$ cat config.mk
export PLATFORM = sky130hd
export DESIGN_NAME = dcache_ctrl
export DESIGN_NICKNAME = d
export VERILOG_FILES = /design/src/rtl/dcache_pkg.sv /design/src/rtl/dcache_line_store.sv /design/src/rtl/dcache_ctrl.sv
export SDC_FILE = /design/constraint.sdc
export NUM_CORES = 2
export LEC_CHECK = 0
export CAP_MARGIN = 20
export CORE_MARGIN = 3
export CORE_UTILIZATION = 45
export DETAILED_ROUTE_END_ITERATION = 8
export REMOVE_ABC_BUFFERS = 1
export SLEW_MARGIN = 30
export SYNTH_ARGS = -nofsm -noshare
export SYNTH_HDL_FRONTEND = slang
export SYNTH_HIERARCHICAL = 1
export SYNTH_SLANG_ARGS = --single-unit
$ cat constraint.sdc
create_clock -name clk -period 6.55 [get_ports clk]
set_input_delay 1.31 -clock clk [delete_from_list [all_inputs] [get_ports clk]]
set_output_delay 1.31 -clock clk [all_outputs]
set_load 0.05 [all_outputs]
$ cat src/rtl/dcache_pkg.sv
// Shared types and default geometry for the direct-mapped write-through data cache.
package dcache_pkg;

  typedef enum logic [1:0] {
    ST_IDLE   = 2'd0,
    ST_REFILL = 2'd1,
    ST_WRITE  = 2'd2,
    ST_WDONE  = 2'd3
  } state_t;

  localparam int LINES_DEF = 16;
  localparam int WORDS_DEF = 4;
  localparam int OFF_W     = $clog2(WORDS_DEF);
  localparam int IDX_W     = $clog2(LINES_DEF);
  localparam int TAG_W     = 30 - OFF_W - IDX_W;

endpackage

$ cat src/rtl/dcache_line_store.sv
// Valid/tag/data arrays: combinational read port, one word write port, tag+valid strobe.
module dcache_line_store
  import dcache_pkg::*;
#(
  parameter int LINES = LINES_DEF,
  parameter int WORDS = WORDS_DEF,
  parameter int OW    = OFF_W,
  parameter int IW    = IDX_W,
  parameter int TW    = TAG_W
) (
  input  logic          clk,
  input  logic          rst_n,
  input  logic [IW-1:0] rd_idx,
  input  logic [OW-1:0] rd_off,
  output logic          rd_valid,
  output logic [TW-1:0] rd_tag,
  output logic [31:0]   rd_data,
  input  logic          wr_en,
  input  logic [IW-1:0] wr_idx,
  input  logic [OW-1:0] wr_off,
  input  logic [31:0]   wr_data,
  input  logic          tv_we,
  input  logic [TW-1:0] tv_tag
);

  logic [LINES-1:0] valid;
  logic [TW-1:0]    tag_mem  [LINES];
  logic [31:0]      data_mem [LINES*WORDS];

  always_ff @(posedge clk or negedge rst_n) begin
    if (!rst_n) begin
      valid <= '0;
      for (int i = 0; i < LINES; i++) tag_mem[i] <= '0;
    end else if (tv_we) begin
      valid[wr_idx]   <= 1'b1;
      tag_mem[wr_idx] <= tv_tag;
    end
  end

  // Data words carry no reset; a line is only trusted once its valid bit is set.
  always_ff @(posedge clk) begin
    if (wr_en) data_mem[{wr_idx, wr_off}] <= wr_data;
  end

  assign rd_valid = valid[rd_idx];
  assign rd_tag   = tag_mem[rd_idx];
  assign rd_data  = data_mem[{rd_idx, rd_off}];

endmodule

$ cat src/rtl/dcache_ctrl.sv
// Direct-mapped write-through D-cache controller: read hits, 4-word line refills, store forwarding.
// Memory handshake: a word moves on any cycle where mem_req && mem_ack; mem_ack is ignored otherwise.
module dcache_ctrl
  import dcache_pkg::*;
#(
  parameter int LINES = LINES_DEF,
  parameter int WORDS = WORDS_DEF
) (
  input  logic        clk,
  input  logic        rst_n,
  input  logic        cpu_rd,
  input  logic        cpu_wr,
  input  logic [31:0] cpu_addr,
  input  logic [31:0] cpu_wdata,
  output logic [31:0] cpu_rdata,
  output logic        hit,
  output logic        mem_req,
  output logic        mem_we,
  output logic [31:0] mem_addr,
  output logic [31:0] mem_wdata,
  input  logic [31:0] mem_rdata,
  input  logic        mem_ack,
  output state_t      dbg_state
);

  localparam int OW = $clog2(WORDS);
  localparam int IW = $clog2(LINES);
  localparam int TW = 30 - OW - IW;

  state_t        state;
  logic [OW-1:0] cnt;
  logic [OW-1:0] off;
  logic [IW-1:0] idx;
  logic [TW-1:0] tag;
  logic          lk_valid;
  logic [TW-1:0] lk_tag;
  logic [31:0]   lk_data;
  logic          lookup_hit;
  logic          ack;
  logic          last;
  logic          d_we;
  logic [OW-1:0] d_off;
  logic [31:0]   d_data;
  logic          t_we;
  logic          unused_addr_lsb;

  assign off             = cpu_addr[OW+1:2];
  assign idx             = cpu_addr[OW+IW+1:OW+2];
  assign tag             = cpu_addr[31:OW+IW+2];
  assign unused_addr_lsb = ^cpu_addr[1:0];
  assign lookup_hit      = lk_valid && (lk_tag == tag);
  assign ack             = mem_req && mem_ack;
  assign last            = (cnt == OW'(WORDS - 1));
  assign dbg_state       = state;

  dcache_line_store #(
    .LINES(LINES), .WORDS(WORDS), .OW(OW), .IW(IW), .TW(TW)
  ) u_store (
    .clk      (clk),
    .rst_n    (rst_n),
    .rd_idx   (idx),
    .rd_off   (off),
    .rd_valid (lk_valid),
    .rd_tag   (lk_tag),
    .rd_data  (lk_data),
    .wr_en    (d_we),
    .wr_idx   (idx),
    .wr_off   (d_off),
    .wr_data  (d_data),
    .tv_we    (t_we),
    .tv_tag   (tag)
  );

  // Refill fills words in counter order; a store only touches the line when it already holds the tag.
  always_comb begin
    d_we   = 1'b0;
    d_off  = off;
    d_data = cpu_wdata;
    t_we   = 1'b0;
    case (state)
      ST_REFILL: begin
        d_we   = ack;
        d_off  = cnt;
        d_data = mem_rdata;
        t_we   = ack && last;
      end
      ST_WRITE: d_we = ack && lookup_hit;
      default: ;
    endcase
  end

  always_comb begin
    hit = 1'b0;
    case (state)
      ST_IDLE:  hit = cpu_wr ? 1'b0 : (cpu_rd ? lookup_hit : 1'b1);
      ST_WDONE: hit = 1'b1;
      default:  hit = 1'b0;
    endcase
  end

  assign cpu_rdata = (state == ST_IDLE && cpu_rd && !cpu_wr && lookup_hit) ? lk_data : 32'h0;

  always_ff @(posedge clk or negedge rst_n) begin
    if (!rst_n) begin
      state     <= ST_IDLE;
      cnt       <= '0;
      mem_req   <= 1'b0;
      mem_we    <= 1'b0;
      mem_addr  <= 32'h0;
      mem_wdata <= 32'h0;
    end else begin
      case (state)
        ST_IDLE: begin
          if (cpu_wr) begin
            state     <= ST_WRITE;
            mem_req   <= 1'b1;
            mem_we    <= 1'b1;
            mem_addr  <= {cpu_addr[31:2], 2'b00};
            mem_wdata <= cpu_wdata;
          end else if (cpu_rd && !lookup_hit) begin
            state    <= ST_REFILL;
            cnt      <= '0;
            mem_req  <= 1'b1;
            mem_we   <= 1'b0;
            mem_addr <= {tag, idx, {OW{1'b0}}, 2'b00};
          end
        end
        ST_REFILL: begin
          if (ack) begin
            if (last) begin
              state   <= ST_IDLE;
              mem_req <= 1'b0;
            end else begin
              cnt      <= cnt + 1'b1;
              mem_addr <= mem_addr + 32'd4;
            end
          end
        end
        ST_WRITE: begin
          if (ack) begin
            state   <= ST_WDONE;
            mem_req <= 1'b0;
            mem_we  <= 1'b0;
          end
        end
        // One hit cycle so a store still held by the MEM stage is not issued twice.
        ST_WDONE: state <= ST_IDLE;
        default:  state <= ST_IDLE;
      endcase
    end
  end

endmodule
==> summary.md <==
| Metric | Value |
|---|---|
| Clock Sinks | 2516 |
| FF+latch count, synth | around 2500 |
| Finished layout cell area | around 120000 um^2 |
| Most common cell after layout, fill and taps aside | edfxtp_1 |
| Total number of vias | between 50000 and 60000 |
| Final Util | 0.538 |
| Largest net degree at the start of global routing | 152 |
| CP Capture Type | output pin |
| Post-cts hold buffer count | 0 |
| Outcome | complete, no violations |
| PnR worst setup slack | 0.0789 ns |
| Placement Setup Slack | -0.0430 ns |
| Wirelength per Cell | 30.4 um |
| CP cell instances | buf_6, buf_4, mux4_2, mux4_2, xnor2_1, nand4_1, or4_4, nor4_4, and3_4, buf_12, and2_1, buf_12 |
| Root buf cell | clkbuf_16 |
| Max Freq | around 0.15 GHz |
| Pwr Total | 39.7 mW |
| RSZ-0062 raised after global routing | false |
| H-tree Lvls | 5 |
| Critical path peak fanout | 42 |
| Crit path max-delay family | simple AND/OR/NAND/NOR gates |
| Vias per inst | 5.99 |
| Worst hold path type | primary input to asynchronous set/reset pin |
| Cell depth of the worst setup path | 12 |
| Cells after synthesis | 4809 |
| Reg2reg path depth | 16 |
| Clk Latency, worst-skew pair | 0.93 ns |
| R2r setup slk | 1.66 ns |
| Final #Nets | 5473 |
| Vias in the first global route | roughly 52000 |
| Longest Clk Path Bufs | 4 |
| Dpl hpwl | between 150000 and 200000 um |
| Clock skew | 0.0786 ns |
| Most area-consuming cells after synthesis | edfxtp_1 (62%), mux4_2 (14%), dfrtp_1 (12%), mux2_2 (5.1%), a22oi_1 (0.67%) |
| Tcrit/Tclk final | 0.988 |
| CP max-delay cell | or4_4 |
| First drt pass iteration count | 5 |
| Worst path buffer plus inverter count | 4 |
| Asr flop ratio synth | 0.186 |
| Leak | 40.8 nW |
| Max-cap violations | 0 |
| DRT Wirelength | 259000 um |
| Cell Area, Placed | 110000 um^2 |
| CTS tree | yes |
| Worst Path Required | approximately 5.2 ns |
| Critical setup path kind | primary input to output pin |
| Final setup vio count | 0 |
| Area delta synth->final | 18.6% |
| Slew headroom | 0.321 |
| Worst-path clk slew | 0.06 ns |
| Grt total ovfl | 0 |
| Sequential fraction of the synthesis area | 0.733 |
| Initial antenna violation count | 15 |
| CP arrival | 5.16 ns |
| Synthesized cell area | 99900 um^2 |
| Startpoint types | primary input |
| Core area | 220000 um^2 |
| Synthesized area per cell | about 21 um^2 |
| Row Count | ~170 |
| Chip width | around 480 um |
| Share of cells above drive strength 1 | 0.359 |
| Peak supply drop | 0.323 mV |
| Overall routing resource usage | 0.228 |
| Warnings, synthesis | 6 |
| Number of antenna-violating nets in the routed design | 0 |
| Starting DRT DRC Count | 5314 |
| Most used DFF post-synth | edfxtp_1 |
| Number of setup buffers added after CTS | 0 |
| Slowest cell delay on critical path | 0.56 ns |
| Most frequent cells in the layout | edfxtp_1 (2048), mux4_2 (637), dfrtp_1 (468) |
| Largest area contributor in the netlist | edfxtp_1 |
| Filler cells | 16900 |
| Slew Limit Fails | 0 |
| Global-route wire length before repair | 377000 um |
| Initial Util | 0.454 |
| Top Ports | ~200 |
| Die Y-Extent | 477 um |
| CTS buffer count | 285 |
| Pwr dens | between 300 and 400 nW/um^2 |
| Drc violations | 0 |
| Top cell type's share of synthesized area | 0.616 |
| Minimum clock period | between 6 and 7 ns |
| Post-synth EDFFs | 2048 |
| Die area | around 230000 um^2 |
| Placer Congestion | ~0.8 |
| Worst Tran Pin Value | 1.01 ns |
| Yosys cell types | 61 |
| Final Hold Fails | 0 |
| IO Port Bufs | 197 |
## Yosys cell counts (22+ instances only)
cell type,count
a22oi_1,89
buf_6,27
edfxtp_1,2048
buf_1,43
o211a_1,28
mux2i_1,31
o22ai_1,45
nand2b_1,23
clkbuf_1,133
nand3_1,25
a221oi_1,57
dfrtp_1,468
nor2_1,133
nand2_1,102
xnor2_1,22
nand4_1,25
mux4_2,637
mux2_2,449
buf_2,90
and2_1,38
a21oi_1,58
o221ai_1,54
## cell families (layout without fill, tap and decap cells)
family | after synthesis | after routing | share of synthesized area
DFF | 2516 | 2516 | 0.733
muxes | 1117 | 1117 | 0.197
and+or+nand+nor | 434 | 434 | 0.0217
AOI/OAI and AO/OA | 392 | 392 | 0.0298
buffers and inverters | 319 | 1073 | 0.0157
xor gates and xnor gates | 24 | 24 | 0.00210
adders and majority gates | 6 | 6 | 0.000751
other | 1 | 7 | 0.0000375
## per-stage QoR
step	setup TNS, ns	hold WS [ns]	cells
2_1_floorplan	-27.55	0.429	4503
3_3_place_gp	-0.395	0.445	8036
3_5_place_dp	-0.780	0.447	8036
4_1_cts	0	0.387	8521
5_1_grt	0	0.433	8524
6_report	0	0.421	8527
## registers in the layout, summed over array words and instances, names as in the netlist
name              cells
u_store/valid        16
u_store/data_mem   2048
mem_wdata            32
u_store/tag_mem     384
mem_we                1
dbg_state             2
mem_addr             30
cnt                   2
mem_req               1
## worst reg2reg max path, stage by stage, from the launching register on
cell	delay, ns
dfrtp_1	0.38
mux4_2	0.46
mux4_2	0.51
xnor2_2	0.18
buf_4	0.16
nand4_1	0.19
or4_4	0.62
nor4_4	0.34
a21oi_1	0.11
nor3b_1	0.31
buf_4	0.23
nor2b_1	0.18
buf_4	0.14
nand2_1	0.08
buf_12	0.17
nor2_4	0.25
buf_12	0.24
## worst paths after layout
| kind | to | from |
|---|---|---|
| max in group asynchronous | mem_wdata[17]$_DFFE_PN0P_ | rst_n |
| worst max register to register | u_store/data_mem[2][13]$_DFFE_PP_ | u_store/tag_mem[311]$_DFFE_PN0P_ |
| worst min register to register | u_store/valid[6]$_DFFE_PN0P_ | u_store/valid[6]$_DFFE_PN0P_ |
| worst max-delay path | cpu_rdata[17] | cpu_addr[5] |
| worst min-delay path | u_store/tag_mem[167]$_DFFE_PN0P_ | rst_n |
| min in group clk | u_store/valid[6]$_DFFE_PN0P_ | u_store/valid[6]$_DFFE_PN0P_ |
## repair_timing
action                     4_1_cts  5_1_grt
setup endpoints to repair       28       28
cloned                           0        0
pin swaps                        0        0
gates resized for setup          1        3
## final cells by class
| type | instances | area [um^2] | share of cell area |
|---|---|---|---|
| Sequential cell | 2516 | 73200 | 0.618 |
| Multi-Input combinational cell | 1975 | 25800 | 0.218 |
| Clock buffer | 380 | 7750 | 0.0655 |
| Timing Repair Buffer | 576 | 7050 | 0.0595 |
| Tap cell | 2958 | 3700 | 0.0312 |
| Clock inverter | 105 | 881 | 0.00744 |
| Inverter | 12 | 45.0 | 0.000380 |
| Antenna cell | 5 | 12.5 | 0.000106 |
## report_power, final
part / total [mW] / switching, mW / internal (mW)
Clock: 14.9 / 6.11 / 8.83
Sequential: 19.2 / 0.318 / 18.9
Combinational: 5.50 / 3.84 / 1.66
Total: 39.7 / 10.3 / 29.4
## metal layers
layer / up-vias / wire [um] / global-route usage
met1: 27801 / 109000 / 0.325
li1: 21116 / - / -
met3: 365 / 18200 / 0.0404
met2: 1798 / 126000 / 0.366
met5: - / 11 / 0
met4: 2 / 5760 / 0.0573
(Power assumes the default switching activity.)
